## config.mk

```make
export PLATFORM = sky130hd
export DESIGN_NAME = dram_init_seq
export DESIGN_NICKNAME = d
export VERILOG_FILES = /design/src/rtl/dram_init_seq.sv
export SDC_FILE = /design/constraint.sdc
export NUM_CORES = 1
export LEC_CHECK = 0
export CORE_MARGIN = 2
export CORE_UTILIZATION = 45
export DETAILED_ROUTE_END_ITERATION = 7
export MAX_ROUTING_LAYER = met4
export PLACE_DENSITY = 0.75
export REMOVE_ABC_BUFFERS = 1
export SKIP_LAST_GASP = 1
export SLEW_MARGIN = 15
export SYNTH_ARGS = -nofsm -noshare
export SYNTH_HDL_FRONTEND = slang
export SYNTH_SLANG_ARGS = --single-unit
```

## constraint.sdc

```tcl
create_clock -name dclk -period 2.1 [get_ports dclk]
set_input_delay 0.42 -clock dclk [delete_from_list [all_inputs] [get_ports dclk]]
set_output_delay 0.42 -clock dclk [all_outputs]
set_load 0.01 [all_outputs]
```

## src/rtl/dram_init_seq.sv

```systemverilog
// dram_init_seq -- DDR3 power-up and initialisation sequencer.
//
// After a one-cycle start request it walks the JEDEC power-up order for
// NRANK ranks: RESET# low, RESET# high with CKE low, CKE high (tXPR),
// MR2/MR3/MR1/MR0 per rank, then optionally one ZQCL per rank. When the
// sequence ends it hands the command pins to the controller as a
// registered pass-through.
//
// Optional feature macro: DRAM_INIT_ZQCL_EN
//   defined   -> one ZQCL per rank after mode-register setup, each followed
//                by T_ZQINIT-1 deselect cycles.
//   undefined -> the ZQ phase is skipped, MRS goes straight to DONE.
//
// Every output is a flop whose next value is decoded from the current
// sequencer state, so outputs trail the state register by one dclk.

module dram_init_seq #(
   parameter int          NRANK    = 2,
   parameter int          ADDR_W   = 16,
   parameter int          BA_W     = 3,
   parameter int          T_RESET  = 25000,
   parameter int          T_CKE    = 62500,
   parameter int          T_XPR    = 48,
   parameter int          T_MRD    = 4,
   parameter int          T_MOD    = 12,
   parameter int          T_ZQINIT = 512,
   parameter logic [15:0] MR0      = 16'h0520,
   parameter logic [15:0] MR1      = 16'h0044,
   parameter logic [15:0] MR2      = 16'h0008,
   parameter logic [15:0] MR3      = 16'h0000
) (
   input  logic              dclk,
   input  logic              reset_n,
   input  logic              start,
   output logic              busy,
   output logic              done,
   input  logic [NRANK-1:0]  ctl_cke,
   input  logic [NRANK-1:0]  ctl_s_n,
   input  logic [NRANK-1:0]  ctl_odt,
   input  logic              ctl_ras_n,
   input  logic              ctl_cas_n,
   input  logic              ctl_we_n,
   input  logic [BA_W-1:0]   ctl_ba,
   input  logic [ADDR_W-1:0] ctl_addr,
   output logic              dram_reset_n,
   output logic [NRANK-1:0]  cke,
   output logic [NRANK-1:0]  s_n,
   output logic [NRANK-1:0]  odt,
   output logic              ras_n,
   output logic              cas_n,
   output logic              we_n,
   output logic [BA_W-1:0]   ba,
   output logic [ADDR_W-1:0] addr
);

   function automatic int max_of(input int a, input int b);
      return (a > b) ? a : b;
   endfunction

   // One shared down-counter covers every wait, so it is sized for the
   // longest timing parameter.
   localparam int MAX_T  = max_of(max_of(max_of(T_RESET, T_CKE), max_of(T_XPR, T_MRD)),
                                  max_of(T_MOD, T_ZQINIT));
   localparam int CNT_W  = $clog2(MAX_T) + 1;
   localparam int RANK_W = $clog2(NRANK) + 1;

   // Counter load values: a phase of L cycles loads L-1 and ends on zero.
   localparam logic [CNT_W-1:0]  LD_RESET  = CNT_W'(T_RESET - 1);
   localparam logic [CNT_W-1:0]  LD_CKE    = CNT_W'(T_CKE - 1);
   localparam logic [CNT_W-1:0]  LD_XPR    = CNT_W'(T_XPR - 1);
   localparam logic [CNT_W-1:0]  LD_MRD    = CNT_W'(T_MRD - 1);
   localparam logic [CNT_W-1:0]  LD_MOD    = CNT_W'(T_MOD - 1);
   localparam logic [RANK_W-1:0] LAST_RANK = RANK_W'(NRANK - 1);
`ifdef DRAM_INIT_ZQCL_EN
   localparam logic [CNT_W-1:0]  LD_ZQ     = CNT_W'(T_ZQINIT - 1);
   // ZQCL: A10 high selects the long calibration.
   localparam logic [ADDR_W-1:0] ZQ_ADDR   = ADDR_W'(1024);
`endif

   typedef enum logic [2:0] {
      S_IDLE,
      S_RST_LOW,
      S_CKE_WAIT,
      S_XPR,
      S_MRS,
      S_ZQ,
      S_DONE
   } state_t;

   // Sequencer state.
   state_t            state_q, state_d;
   logic [CNT_W-1:0]  cnt_q, cnt_d;
   logic [RANK_W-1:0] rank_q, rank_d;
   logic [1:0]        step_q, step_d;    // 0:MR2 1:MR3 2:MR1 3:MR0
   logic              first_q, first_d;  // first cycle of an MRS/ZQ slot = command cycle

   // Registered pin values.
   logic              dram_reset_n_q, dram_reset_n_d;
   logic [NRANK-1:0]  cke_q, cke_d;
   logic [NRANK-1:0]  s_n_q, s_n_d;
   logic [NRANK-1:0]  odt_q, odt_d;
   logic              ras_n_q, ras_n_d;
   logic              cas_n_q, cas_n_d;
   logic              we_n_q, we_n_d;
   logic [BA_W-1:0]   ba_q, ba_d;
   logic [ADDR_W-1:0] addr_q, addr_d;
   logic              busy_q, busy_d;
   logic              done_q, done_d;

   logic              cnt_zero;
   logic [CNT_W-1:0]  cnt_dec;
   logic [NRANK-1:0]  rank_sel_n;
   logic [BA_W-1:0]   mr_ba;
   logic [ADDR_W-1:0] mr_val;

   assign cnt_zero   = (cnt_q == '0);
   assign cnt_dec    = cnt_q - CNT_W'(1);
   assign rank_sel_n = ~(NRANK'(1) << rank_q);

   // Mode-register select for the current step: JEDEC order MR2, MR3, MR1, MR0.
   always_comb begin
      mr_ba  = '0;
      mr_val = '0;
      case (step_q)
         2'd0:    begin mr_ba = BA_W'(2); mr_val = ADDR_W'(MR2); end
         2'd1:    begin mr_ba = BA_W'(3); mr_val = ADDR_W'(MR3); end
         2'd2:    begin mr_ba = BA_W'(1); mr_val = ADDR_W'(MR1); end
         default: begin mr_ba = BA_W'(0); mr_val = ADDR_W'(MR0); end
      endcase
   end

   // Next-state logic: phase sequencing, slot counting and rank stepping.
   always_comb begin
      // NOTE: every signal assigned here gets a default first, so no path
      // through the case statement can leave one unassigned and infer a latch.
      state_d = state_q;
      cnt_d   = cnt_q;
      rank_d  = rank_q;
      step_d  = step_q;
      first_d = 1'b0;

      case (state_q)
         S_IDLE, S_DONE: begin
            if (start) begin
               state_d = S_RST_LOW;
               cnt_d   = LD_RESET;
               rank_d  = '0;
               step_d  = '0;
            end
         end

         S_RST_LOW: begin
            if (cnt_zero) begin
               state_d = S_CKE_WAIT;
               cnt_d   = LD_CKE;
            end else begin
               cnt_d = cnt_dec;
            end
         end

         S_CKE_WAIT: begin
            if (cnt_zero) begin
               state_d = S_XPR;
               cnt_d   = LD_XPR;
            end else begin
               cnt_d = cnt_dec;
            end
         end

         S_XPR: begin
            if (cnt_zero) begin
               state_d = S_MRS;
               cnt_d   = LD_MRD;
               rank_d  = '0;
               step_d  = '0;
               first_d = 1'b1;
            end else begin
               cnt_d = cnt_dec;
            end
         end

         S_MRS: begin
            if (!cnt_zero) begin
               cnt_d = cnt_dec;
            end else if (step_q != 2'd3) begin
               // MR0 is the last step of a rank and is followed by tMOD.
               step_d  = step_q + 2'd1;
               cnt_d   = (step_q == 2'd2) ? LD_MOD : LD_MRD;
               first_d = 1'b1;
            end else if (rank_q != LAST_RANK) begin
               rank_d  = rank_q + RANK_W'(1);
               step_d  = '0;
               cnt_d   = LD_MRD;
               first_d = 1'b1;
            end else begin
`ifdef DRAM_INIT_ZQCL_EN
               state_d = S_ZQ;
               rank_d  = '0;
               cnt_d   = LD_ZQ;
               first_d = 1'b1;
`else
               state_d = S_DONE;
`endif
            end
         end

`ifdef DRAM_INIT_ZQCL_EN
         S_ZQ: begin
            if (!cnt_zero) begin
               cnt_d = cnt_dec;
            end else if (rank_q != LAST_RANK) begin
               rank_d  = rank_q + RANK_W'(1);
               cnt_d   = LD_ZQ;
               first_d = 1'b1;
            end else begin
               state_d = S_DONE;
            end
         end
`endif

         default: state_d = S_IDLE;
      endcase
   end

   // Pin decode: deselect by default, command cycles at slot starts, pass-through in DONE.
   always_comb begin
      dram_reset_n_d = 1'b1;
      cke_d          = '0;
      s_n_d          = '1;
      odt_d          = '0;
      ras_n_d        = 1'b1;
      cas_n_d        = 1'b1;
      we_n_d         = 1'b1;
      ba_d           = '0;
      addr_d         = '0;
      busy_d         = 1'b1;
      done_d         = 1'b0;

      case (state_q)
         S_RST_LOW:  dram_reset_n_d = 1'b0;
         S_CKE_WAIT: ;
         S_XPR:      cke_d = '1;

         S_MRS: begin
            cke_d = '1;
            if (first_q) begin
               s_n_d   = rank_sel_n;
               ras_n_d = 1'b0;
               cas_n_d = 1'b0;
               we_n_d  = 1'b0;
               ba_d    = mr_ba;
               addr_d  = mr_val;
            end
         end

`ifdef DRAM_INIT_ZQCL_EN
         S_ZQ: begin
            cke_d = '1;
            if (first_q) begin
               s_n_d  = rank_sel_n;
               we_n_d = 1'b0;
               addr_d = ZQ_ADDR;
            end
         end
`endif

         S_DONE: begin
            busy_d  = 1'b0;
            done_d  = 1'b1;
            cke_d   = ctl_cke;
            s_n_d   = ctl_s_n;
            odt_d   = ctl_odt;
            ras_n_d = ctl_ras_n;
            cas_n_d = ctl_cas_n;
            we_n_d  = ctl_we_n;
            ba_d    = ctl_ba;
            addr_d  = ctl_addr;
         end

         // IDLE (and any unused encoding): hold the reset values.
         default: begin
            dram_reset_n_d = 1'b0;
            busy_d         = 1'b0;
         end
      endcase
   end

   // Sequencer state register.
   always_ff @(posedge dclk or negedge reset_n) begin
      // NOTE: sequential state uses non-blocking assignments so every flop
      // samples pre-edge values regardless of statement order.
      if (!reset_n) begin
         state_q <= S_IDLE;
         cnt_q   <= '0;
         rank_q  <= '0;
         step_q  <= '0;
         first_q <= 1'b0;
      end else begin
         state_q <= state_d;
         cnt_q   <= cnt_d;
         rank_q  <= rank_d;
         step_q  <= step_d;
         first_q <= first_d;
      end
   end

   // Output registers; reset puts the DRAM pins in their safe power-up state at once.
   always_ff @(posedge dclk or negedge reset_n) begin
      if (!reset_n) begin
         dram_reset_n_q <= 1'b0;
         cke_q          <= '0;
         s_n_q          <= '1;
         odt_q          <= '0;
         ras_n_q        <= 1'b1;
         cas_n_q        <= 1'b1;
         we_n_q         <= 1'b1;
         ba_q           <= '0;
         addr_q         <= '0;
         busy_q         <= 1'b0;
         done_q         <= 1'b0;
      end else begin
         dram_reset_n_q <= dram_reset_n_d;
         cke_q          <= cke_d;
         s_n_q          <= s_n_d;
         odt_q          <= odt_d;
         ras_n_q        <= ras_n_d;
         cas_n_q        <= cas_n_d;
         we_n_q         <= we_n_d;
         ba_q           <= ba_d;
         addr_q         <= addr_d;
         busy_q         <= busy_d;
         done_q         <= done_d;
      end
   end

   assign dram_reset_n = dram_reset_n_q;
   assign cke          = cke_q;
   assign s_n          = s_n_q;
   assign odt          = odt_q;
   assign ras_n        = ras_n_q;
   assign cas_n        = cas_n_q;
   assign we_n         = we_n_q;
   assign ba           = ba_q;
   assign addr         = addr_q;
   assign busy         = busy_q;
   assign done         = done_q;

endmodule

```

==> impl_results.md, run 1 <==
- Hold_buf cts: 0
- Final setup fails: 1
- Cells after Synth: 277
- Post-Syn Area per Cell: 9.973 µm²
- Most frequent cells in the layout: clkdlybuf4s50_1, dfrtp_1, buf_4
- Main synth FF type: dfrtp_1
- Io pins: 62
- Initial antenna violation count: 0
- Max Transition Viols Final: 0
- Routability congestion estimate: 0.8877
- Die area: 6782 µm²
- Design area: 3836 µm²
- Crit start category: flop
- Cts bufs inserted: 5
- Clock skew: 8.667 ps
- Cell Pwr Density: 755.4 nW/µm²
- CP max stage cell: or4b_4
- Yosys warns: 0
- CTS root buf: clkbuf_8
- Required time worst endpoint: 2290 ps
- CTS tree: built
- Pleak: 1.788 nW
- Routed vias: 2452
- Max stage delay on crit path: 470 ps
- Via/cell ratio: 5.598
- Status: complete, but fails checks
- CTS sink count: 56
- Fmax: 0.4636 GHz
- Area growth syn-to-layout: 38.86%
- Vias in the first global route: 2362
- Final hold violations: 0
- WL/cell: 15.16 µm
- # rows: 28
- GRT overflow: 0
- Most common cell after layout, fill and taps aside: clkdlybuf4s50_1
- Min Tclk post-route: 2157 ps
- Layout fillers: 469
- Core ar.: 5921 µm²
- GRT Util Overall: 20.68%
- Post-DP HPWL: 4861 µm
- Crit-path cells: inv_2 -> ha_4 -> or4b_4 -> nand4bb_4 -> or2_4 -> o211a_1 -> o22a_1
- Worst path arrival time: 2350 ps
- Largest net degree at the start of global routing: 39
- VDD IR max: 0.6234 mV
- Async set or reset register ratio after synthesis: 100.0%
- Synth Register Bits: 56
- Fin crit share: 102.7%
- DR iter-0 viols: 188
- I/O Buffers: 61
- DRC viols: 0
- Die H: 82.36 µm
- Number of enable flip-flop cells after synthesis: 0
- Post-place instance area: 3640 µm²
- Dpl ws: -132.2 ps
- Routed WL: 6638 µm
- First-pass GRT wire length: 10670 µm
- Die span in x: 82.36 µm
- H-tree Lvls: 2
- Failing checks: negative setup slack
- Crit-path max FO: 6
- Final setup margin: -56.87 ps
- 1st-pass router iterations: 4
- Share of layout cells above drive strength 1: 16.53%
- Sequential element share of the synthesized area: 50.95%
- Post-synthesis cell type count: 56
- Slew HR: 71.00%
- Worst setup EP type: flop
- RSZ-0062 raised after global routing: true
- Setup CP Type: reg2reg
- Reg clk slew, reported paths: 100 ps
- Final setup TNS: -56.87 ps
- Nets: 400
- Clk buf depth: 2
- Starting Density: 46.66%
- Max Cap Viol: 0
- Latest clock arrival within the worst-skew pair: 310 ps
- N_diodes: 0
- Antenna-violating nets left: 0
- Hold crit path type: in2async
- Cells on worst reg2reg path: 7
- Mapped Area: 2763 µm²
- Worst-Margin Slew: 435.0 ps
==> flip-flops by register name, summed over array words and instances (netlist names), 3 cells and up <==
register  count
state_q       3
addr         16
ba            3
cnt_q        17
==> final cells by class <==
type                            count  area [µm²]  area share [%]
Tap cell                           75       93.84           2.446
Clock inverter                      2       60.06           1.566
Clock buffer                        6       72.57           1.892
Sequential cell                    56        1408           36.69
Inverter                           10       37.54          0.9785
Multi-Input combinational cell    196        1306           34.05
Timing Repair Buffer               93       858.3           22.37
==> logic make-up (layout without fill, tap and decap cells) <==
group / count (synthesis) / in the layout / synth area share (%)
adder cells (fa/ha/maj): 7 / 7 / 3.170
buffers and inverters: 25 / 111 / 3.804
flip-flops: 56 / 56 / 50.95
multiplexers: 2 / 2 / 0.7247
AND/OR/NAND/NOR: 108 / 108 / 21.74
XOR/XNOR: 2 / 2 / 0.6342
AO/OA/AOI/OAI: 77 / 77 / 18.98
==> what timing repair did <==
action / CTS / global route
setup buffers: 0 / 1
pin swaps: 2 / 5
setup endpoints to repair: 16 / 22
gates resized for setup: 2 / 11
==> cell usage after synthesis (4+ instances only) <==
cell type	n	area, µm²
a21o_1	5	37.54
a21oi_1	15	75.07
a22o_1	11	96.34
a31oi_1	4	25.02
and3_1	15	93.84
clkbuf_1	9	33.78
dfrtp_1	51	1276
dfstp_2	5	131.4
ha_1	7	87.58
inv_1	9	33.78
nand2_1	17	63.81
nand2b_1	9	56.30
nand3_1	5	25.02
nor2_1	28	105.1
nor2b_1	6	37.54
nor3_1	5	25.02
nor4_1	5	31.28
o21ai_0	18	90.09
==> worst paths after layout <==
check,start,to,slack [ps]
worst min register to register,cnt_q[16]$_DFFE_PN0P_,cnt_q[16]$_DFFE_PN0P_,500
worst min-delay path,reset_n,state_q[2]$_DFFE_PN0P_,40
worst max-delay path,cnt_q[1]$_DFFE_PN0P_,cnt_q[13]$_DFFE_PN0P_,-60
max in group asynchronous,reset_n,ras_n$_DFF_PN1_,1450
min in group dclk,cnt_q[16]$_DFFE_PN0P_,cnt_q[16]$_DFFE_PN0P_,500
worst max register to register,cnt_q[1]$_DFFE_PN0P_,cnt_q[13]$_DFFE_PN0P_,-60
==> worst max-delay path, delay by kind of cell, from the launching register on <==
family | cells | cell delay [ps]
simple gates | 3 | 1110
flops | 1 | 400
compound gates | 2 | 310
buf+inv | 1 | 80
fa+ha+maj | 1 | 120
==> per-stage QoR <==
stage	cells	util, %	hold slack (ps)	power [mW]
after global routing	438	64.79	65.63	3.056
after CTS	437	63.86	52.76	2.855
after detailed placement	429	61.48	384.7	2.028
after floorplan	262	-	124.4	1.680
final	438	64.79	37.84	2.898
after global placement	429	61.48	382.6	2.011
==> power breakdown <==
group / switching [mW] / leakage [nW] / total (mW) / internal, mW
Sequential: 0.109 / 0.718 / 1.31 / 1.20
Combinational: 0.341 / 1.01 / 0.765 / 0.424
Clock: 0.346 / 0.0654 / 0.823 / 0.477
==> metal layers <==
layer	up-vias	global-route usage, %	routed length [µm]
li1	1161	-	-
met5	-	-	0
met1	1171	25.91	2803
met3	12	3.696	493
met2	108	34.35	3243
met4	0	6.000	97
Power figures use the tool's default switching activity.
==> run 2, diff against run 1 <==
--- a/config.mk
+++ b/config.mk
@@ -6,13 +6,15 @@
 export NUM_CORES = 1
 export LEC_CHECK = 0
 export CORE_MARGIN = 2
-export CORE_UTILIZATION = 45
+export CORE_UTILIZATION = 50
 export DETAILED_ROUTE_END_ITERATION = 7
+export DONT_BUFFER_PORTS = 1
 export MAX_ROUTING_LAYER = met4
-export PLACE_DENSITY = 0.75
+export PLACE_DENSITY = 0.68
 export REMOVE_ABC_BUFFERS = 1
+export SKIP_CTS_REPAIR_TIMING = 1
 export SKIP_LAST_GASP = 1
-export SLEW_MARGIN = 15
+export SLEW_MARGIN = 20
 export SYNTH_ARGS = -nofsm -noshare
 export SYNTH_HDL_FRONTEND = slang
 export SYNTH_SLANG_ARGS = --single-unit
==> run 2 against run 1 <==
The flow now finishes without violations. Combinational power fell by 5.1%. Via count is 8.0% lower. Count of clock-buffer cells in the layout is 1 lower. Non-clock buffer count is 58 lower. Clock power fell by 26%. Clock skew up 1.9 ps. Flip-flop and latch count unchanged. Sequential share of layout area increased by 6.7 points. Critical path type unchanged.
==> impl_results.md, run 2 (synthesized netlist as in run 1, its figures left out) <==
- Share of layout cells above drive strength 1: 21.97% (was 16.53%)
- Max Transition Viols Final: 0 (unchanged)
- Routed WL: 6419 µm (was 6638 µm)
- H-tree Lvls: 2 (unchanged)
- Util after Layout: 59.95% (was 64.79%)
- Vias in the first global route: 2122 (was 2362)
- Nets: 342 (was 400)
- Area growth syn-to-layout: 17.30% (was 38.86%)
- Cells on worst reg2reg path: 7 (unchanged)
- Routed vias: 2255 (was 2452)
- Hold slack: 215.4 ps (was 37.84 ps)
- FF-to-FF Start: cnt_q[1]$_DFFE_PN0P_ (unchanged)
- Fmax: 0.4801 GHz (was 0.4636 GHz)
- Worst path arrival time: 2280 ps (was 2350 ps)
- Via/cell ratio: 5.981 (was 5.598)
- Final hold violations: 0 (unchanged)
- Most frequent cells in the layout: dfrtp_1, buf_4, nor2_1 (was clkdlybuf4s50_1, dfrtp_1, buf_4)
- Status: finished, final reports clean (was complete, but fails checks)
- Max stage delay on crit path: 460 ps (was 470 ps)
- Cts bufs inserted: 5 (unchanged)
- Reg clk slew, reported paths: 110 ps (was 100 ps)
- Worst-Margin Slew: 427.8 ps (was 435.0 ps)
- Post-DP HPWL: 4495 µm (was 4861 µm)
- Crit-path cells: inv_2 -> ha_4 -> or4b_4 -> nand4bb_4 -> or2_4 -> nand2_4 -> o21ai_0 (was inv_2 -> ha_4 -> or4b_4 -> nand4bb_4 -> or2_4 -> o211a_1 -> o22a_1)
- Starting Density: 51.11% (was 46.66%)
- Layout fillers: 456 (was 469)
- # rows: 27 (was 28)
- CTS root buf: clkbuf_8 (unchanged)
- N_diodes: 0 (unchanged)
- Setup CP Type: reg2reg (unchanged)
- I/O Buffers: 0 (was 61)
- Latest clock arrival within the worst-skew pair: 310 ps (about the same)
- Min Tclk post-route: 2083 ps (was 2157 ps)
- Worst setup EP type: flop (unchanged)
- RSZ-0062 raised after global routing: true (unchanged)
- GRT overflow: 0 (unchanged)
- Crit path from: cnt_q[1]$_DFFE_PN0P_ (unchanged)
- Core ar.: 5405 µm² (was 5921 µm²)
- DR iter-0 viols: 157 (was 188)
- Antenna-violating nets left: 0 (unchanged)
- Fin crit share: 99.19% (was 102.7%)
- Die H: 78.33 µm (was 82.36 µm)
- Post-place instance area: 3003 µm² (was 3640 µm²)
- WL/cell: 17.03 µm (was 15.16 µm)
- CP Capture Point: cnt_q[7]$_DFFE_PN0P_ (was cnt_q[13]$_DFFE_PN0P_)
- 1st-pass router iterations: 4 (unchanged)
- Die span in x: 78.33 µm (was 82.36 µm)
- Largest Register: cnt_q (unchanged)
- Pleak: 1.559 nW (was 1.788 nW)
- Final setup fails: 0 (was 1)
- Design area: 3241 µm² (was 3836 µm²)
- GRT Util Overall: 21.75% (was 20.68%)
- Largest register FFs: 17 (unchanged)
- Crit-path max FO: 13 (was 6)
- Crit start category: flop (unchanged)
- First-pass GRT wire length: 10410 µm (was 10670 µm)
- Die area: 6136 µm² (was 6782 µm²)
- Most common cell after layout, fill and taps aside: dfrtp_1 (was clkdlybuf4s50_1)
- VDD IR max: 0.5517 mV (was 0.6234 mV)
- Hold crit path type: in2reg (was in2async)
- Io pins: 62 (unchanged)
- Cell Pwr Density: 817.6 nW/µm² (was 755.4 nW/µm²)
- CP max stage cell: or4b_4 (unchanged)
- Slew HR: 71.26% (was 71.00%)
- Power Total: 2.650 mW (was 2.898 mW)
- Required time worst endpoint: 2290 ps (about the same)
- Routability congestion estimate: 0.9253 (was 0.8877)
- DRC viols: 0 (unchanged)
- Largest net degree at the start of global routing: 57 (was 39)
- Clock skew: 10.59 ps (was 8.667 ps)
- Reg2Reg Setup Slack: 20 ps (was -60 ps)
- Clk buf depth: 2 (unchanged)
- CTS sink count: 56 (unchanged)
- Max Cap Viol: 0 (unchanged)
- Initial antenna violation count: 0 (unchanged)
- RR Endpoint: cnt_q[7]$_DFFE_PN0P_ (was cnt_q[13]$_DFFE_PN0P_)
- CTS tree: built (unchanged)
run 2: layer usage:
layer  wire (µm)  global-route usage (%)  part of all wire [%]  up-vias
li1            -                       -                     -     1048
met1        2727                   27.40                    42     1100
met2        3187                   35.09                    50       97
met3         421                   5.172                   6.6       10
met4          82                   6.667                   1.3        0
met5           0                       -                     0        -
run 2: cell type report:
class | instances | area [µm²] | share of cell area, %
clock buffer | 5 | 68.82 | 2.124
clock inverter | 3 | 22.52 | 0.6950
inverter | 10 | 37.54 | 1.158
multi-input combinational | 196 | 1325 | 40.89
sequential | 56 | 1408 | 43.44
tap | 72 | 90.09 | 2.780
timing repair buffer | 35 | 289.0 | 8.919
run 2: metrics by stage:
step / worst slack [ps] / setup TNS (ps) / cells
after floorplan: -71.78 / -366.2 / 262
final: 16.91 / 0 / 377
after global placement: 1.960 / 0 / 363
after global routing: -79.98 / -753.9 / 377
after detailed placement: -96.25 / -430.3 / 363
after CTS: -126.7 / -823.7 / 371
run 2: where the power goes:
group	leakage [nW]	total, mW	internal [mW]	switching, mW
combinational	0.793	0.726	0.382	0.343
clock	0.0485	0.605	0.240	0.365
sequential	0.718	1.32	1.20	0.118
total	1.56	2.65	1.82	0.827
run 2: worst min-delay path by stage:
| stage | start | endpoint | slack (ps) | depth (start not counted) |
|---|---|---|---|---|
| after floorplan | reset_n | addr[0]$_DFF_PN0_ | 120 | 0 |
| after global placement | reset_n | addr[10]$_DFF_PN0_ | 130 | 0 |
| after detailed placement | reset_n | done$_DFF_PN0_ | 130 | 0 |
| after CTS | reset_n | done$_DFF_PN0_ | -220 | 0 |
| after global routing | ctl_cke[1] | cke[1]$_DFF_PN0_ | 220 | 1 |
| final | ctl_cke[1] | cke[1]$_DFF_PN0_ | 220 | 1 |
run 2: critical path, delay by kind of cell, from the launching register on:
family	cells	cell delay (ps)
AND/OR/NAND/NOR	4	1220
flip-flops	1	410
adder cells (fa/ha/maj)	1	130
AO/OA/AOI/OAI	1	120
buffers and inverters	1	90
==> run 3, diff against run 2 <==
--- a/config.mk
+++ b/config.mk
@@ -6,11 +6,10 @@
 export NUM_CORES = 1
 export LEC_CHECK = 0
 export CORE_MARGIN = 2
-export CORE_UTILIZATION = 50
+export CORE_UTILIZATION = 35
 export DETAILED_ROUTE_END_ITERATION = 7
 export DONT_BUFFER_PORTS = 1
 export MAX_ROUTING_LAYER = met4
-export PLACE_DENSITY = 0.68
 export REMOVE_ABC_BUFFERS = 1
 export SKIP_CTS_REPAIR_TIMING = 1
 export SKIP_LAST_GASP = 1
==> run 3 against run 2 <==
Design area increased by 0.35%. Clock power is 2% lower. First-iteration DRC count is 29% lower. Non-clock buffer count unchanged. Die area is 40% higher. Largest cell class unchanged. Largest power group unchanged.
==> impl_results.md, run 3 (synthesized netlist as in run 1, its figures left out) <==
- Status: finished, final reports clean (unchanged)
- Starting Density: 35.94% (was 51.11%)
- GRT Util Overall: 15.91% (was 21.75%)
- Footprint of the multi-input gates: 1297 µm² (was 1325 µm²)
- Power Total: 2.584 mW (was 2.650 mW)
- Hold crit path type: in2reg (unchanged)
- Die span in x: 92.85 µm (was 78.33 µm)
- Pleak: 1.536 nW (was 1.559 nW)
- RR Endpoint: cnt_q[13]$_DFFE_PN0P_ (was cnt_q[7]$_DFFE_PN0P_)
- Die area: 8620 µm² (was 6136 µm²)
- Largest register FFs: 17 (unchanged)
- Crit start category: flop (unchanged)
- RSZ-0062 raised after global routing: true (unchanged)
- Cts bufs inserted: 5 (unchanged)
- Die H: 92.85 µm (was 78.33 µm)
- H-tree Lvls: 2 (unchanged)
- DRC viols: 0 (unchanged)
- I/O Buffers: 0 (unchanged)
- N_diodes: 0 (unchanged)
- Most common cell after layout, fill and taps aside: dfrtp_1 (unchanged)
- Util after Layout: 42.30% (was 59.95%)
- First-pass GRT wire length: 10830 µm (was 10410 µm)
- Initial antenna violation count: 0 (unchanged)
- Reg2Reg Setup Slack: 30 ps (was 20 ps)
- Cells on worst reg2reg path: 7 (unchanged)
- CTS sink count: 56 (unchanged)
- Slew HR: 73.49% (was 71.26%)
- Most frequent cells in the layout: dfrtp_1, buf_4, nor2_1 (unchanged)
- Setup CP Type: reg2reg (unchanged)
- Io pins: 62 (unchanged)
- Post-DP HPWL: 4633 µm (was 4495 µm)
- Core ar.: 7687 µm² (was 5405 µm²)
- WL/cell: 15.70 µm (was 17.03 µm)
- Nets: 342 (unchanged)
- Cell Pwr Density: 794.7 nW/µm² (was 817.6 nW/µm²)
- Reg clk slew, reported paths: 100 ps (was 110 ps)
- Layout fillers: 781 (was 456)
- Min Tclk post-route: 2066 ps (was 2083 ps)
- GRT overflow: 0 (unchanged)
- Vias in the first global route: 2187 (was 2122)
- Register area: 1408 µm² (unchanged)
- Max Cap Viol: 0 (unchanged)
- Final setup fails: 0 (unchanged)
- Clock skew: 7.254 ps (was 10.59 ps)
- Routed vias: 2223 (was 2255)
- Via/cell ratio: 5.462 (was 5.981)
- Levels on crit path: 7 (unchanged)
- DR iter-0 viols: 111 (was 157)
- FF-to-FF Start: cnt_q[1]$_DFFE_PN0P_ (unchanged)
- Placed cell count: 395 (was 363)
- CP max stage cell: or4b_4 (unchanged)
- CP delay by family, top: simple AND/OR/NAND/NOR gates (unchanged)
- # rows: 32 (was 27)
- Hold wc startpoint: ctl_cke[0] (was ctl_cke[1])
- Final hold violations: 0 (unchanged)
- Worst-Margin Slew: 394.0 ps (was 427.8 ps)
- Latest clock arrival within the worst-skew pair: 310 ps (about the same)
- 1st-pass router iterations: 4 (unchanged)
- Routability congestion estimate: 0.8485 (was 0.9253)
- Crit-path cells: inv_2 -> ha_4 -> or4b_4 -> nand4bb_4 -> or2_4 -> o211a_1 -> o22a_1 (was inv_2 -> ha_4 -> or4b_4 -> nand4bb_4 -> or2_4 -> nand2_4 -> o21ai_0)
- Non-Filler Instances: 407 (was 377)
- Area growth syn-to-layout: 17.71% (was 17.30%)
- Fmax: 0.4840 GHz (was 0.4801 GHz)
- Crit path from: cnt_q[1]$_DFFE_PN0P_ (unchanged)
- CTS root buf: clkbuf_8 (unchanged)
- CTS tree: built (unchanged)
- Antenna-violating nets left: 0 (unchanged)
- Routed WL: 6389 µm (was 6419 µm)
- Worst setup EP type: flop (unchanged)
- Clk buf depth: 2 (unchanged)
- Crit-path max FO: 6 (was 13)
- Required time worst endpoint: 2300 ps (was 2290 ps)
- Worst path arrival time: 2270 ps (was 2280 ps)
- CP Capture Point: cnt_q[13]$_DFFE_PN0P_ (was cnt_q[7]$_DFFE_PN0P_)
- Share of layout cells above drive strength 1: 20.66% (was 21.97%)
- Largest Register: cnt_q (unchanged)
- Buf/Inv on CP: 1 (unchanged)
- Largest net degree at the start of global routing: 57 (unchanged)
- Max Transition Viols Final: 0 (unchanged)
- Max stage delay on crit path: 460 ps (about the same)
- Fin crit share: 98.39% (was 99.19%)
- VDD IR max: 0.5089 mV (was 0.5517 mV)
## run 3: cell count changes in the layout (fill, tap and decap cells not counted), sizes merged
cell | previous run | this run
inv | 10 | 9
clkinv | 3 | 2
clkbuf | 5 | 6
clkinvlp | 0 | 1
## run 3: per-stage QoR
step | cell area (µm²) | setup slack [ps] | hold WS [ps] | TNS [ps]
after floorplan | 2695 | -71.78 | 124.4 | -366.2
after global placement | 3055 | -9.579 | 125.6 | -20.57
after detailed placement | 3055 | -79.86 | 125.6 | -522.2
after CTS | 3144 | -102.0 | -222.8 | -824.5
after global routing | 3252 | -65.92 | 213.4 | -249.3
final | 3252 | 33.74 | 218.9 | 0
## run 3: cell type report
type                       instances  share of cell area (%)
sequential                        56                   43.29
clock buffer                       6                   2.232
timing repair buffer              35                   9.003
inverter                          10                   1.154
tap                              102                   3.925
multi-input combinational        196                   39.90
clock inverter                     2                  0.5002
## run 3: worst min-delay path by stage
| stage | to | depth (start not counted) | slack, ps |
|---|---|---|---|
| floorplan | addr[0]$_DFF_PN0_ | 0 | 120 |
| global placement | addr[15]$_DFF_PN0_ | 0 | 130 |
| detailed placement | addr[15]$_DFF_PN0_ | 0 | 130 |
| CTS | addr[15]$_DFF_PN0_ | 0 | -220 |
| global route | cke[1]$_DFF_PN0_ | 1 | 210 |
| finish | cke[0]$_DFF_PN0_ | 1 | 220 |
## run 3: worst register-to-register path: cells and delay by family (launching register included)
family,cells,cell delay (ps)
DFF,1,400
adders and majority gates,1,120
and+or+nand+nor,3,1060
buffers and inverters,1,80
AOI/OAI and AO/OA,2,310
## run 3: report_power, final
part           switching [mW]  internal (mW)
Sequential              0.117           1.20
Combinational           0.316          0.358
Clock                   0.355          0.238
Total                   0.787           1.80
## run 3: layer usage
metal,up-vias,global-route usage [%],share of wire (%)
li1,1053,-,-
met1,1080,20.39,44
met2,84,25.30,48
met3,6,4.231,7.1
met4,0,3.799,0.85
met5,-,-,0
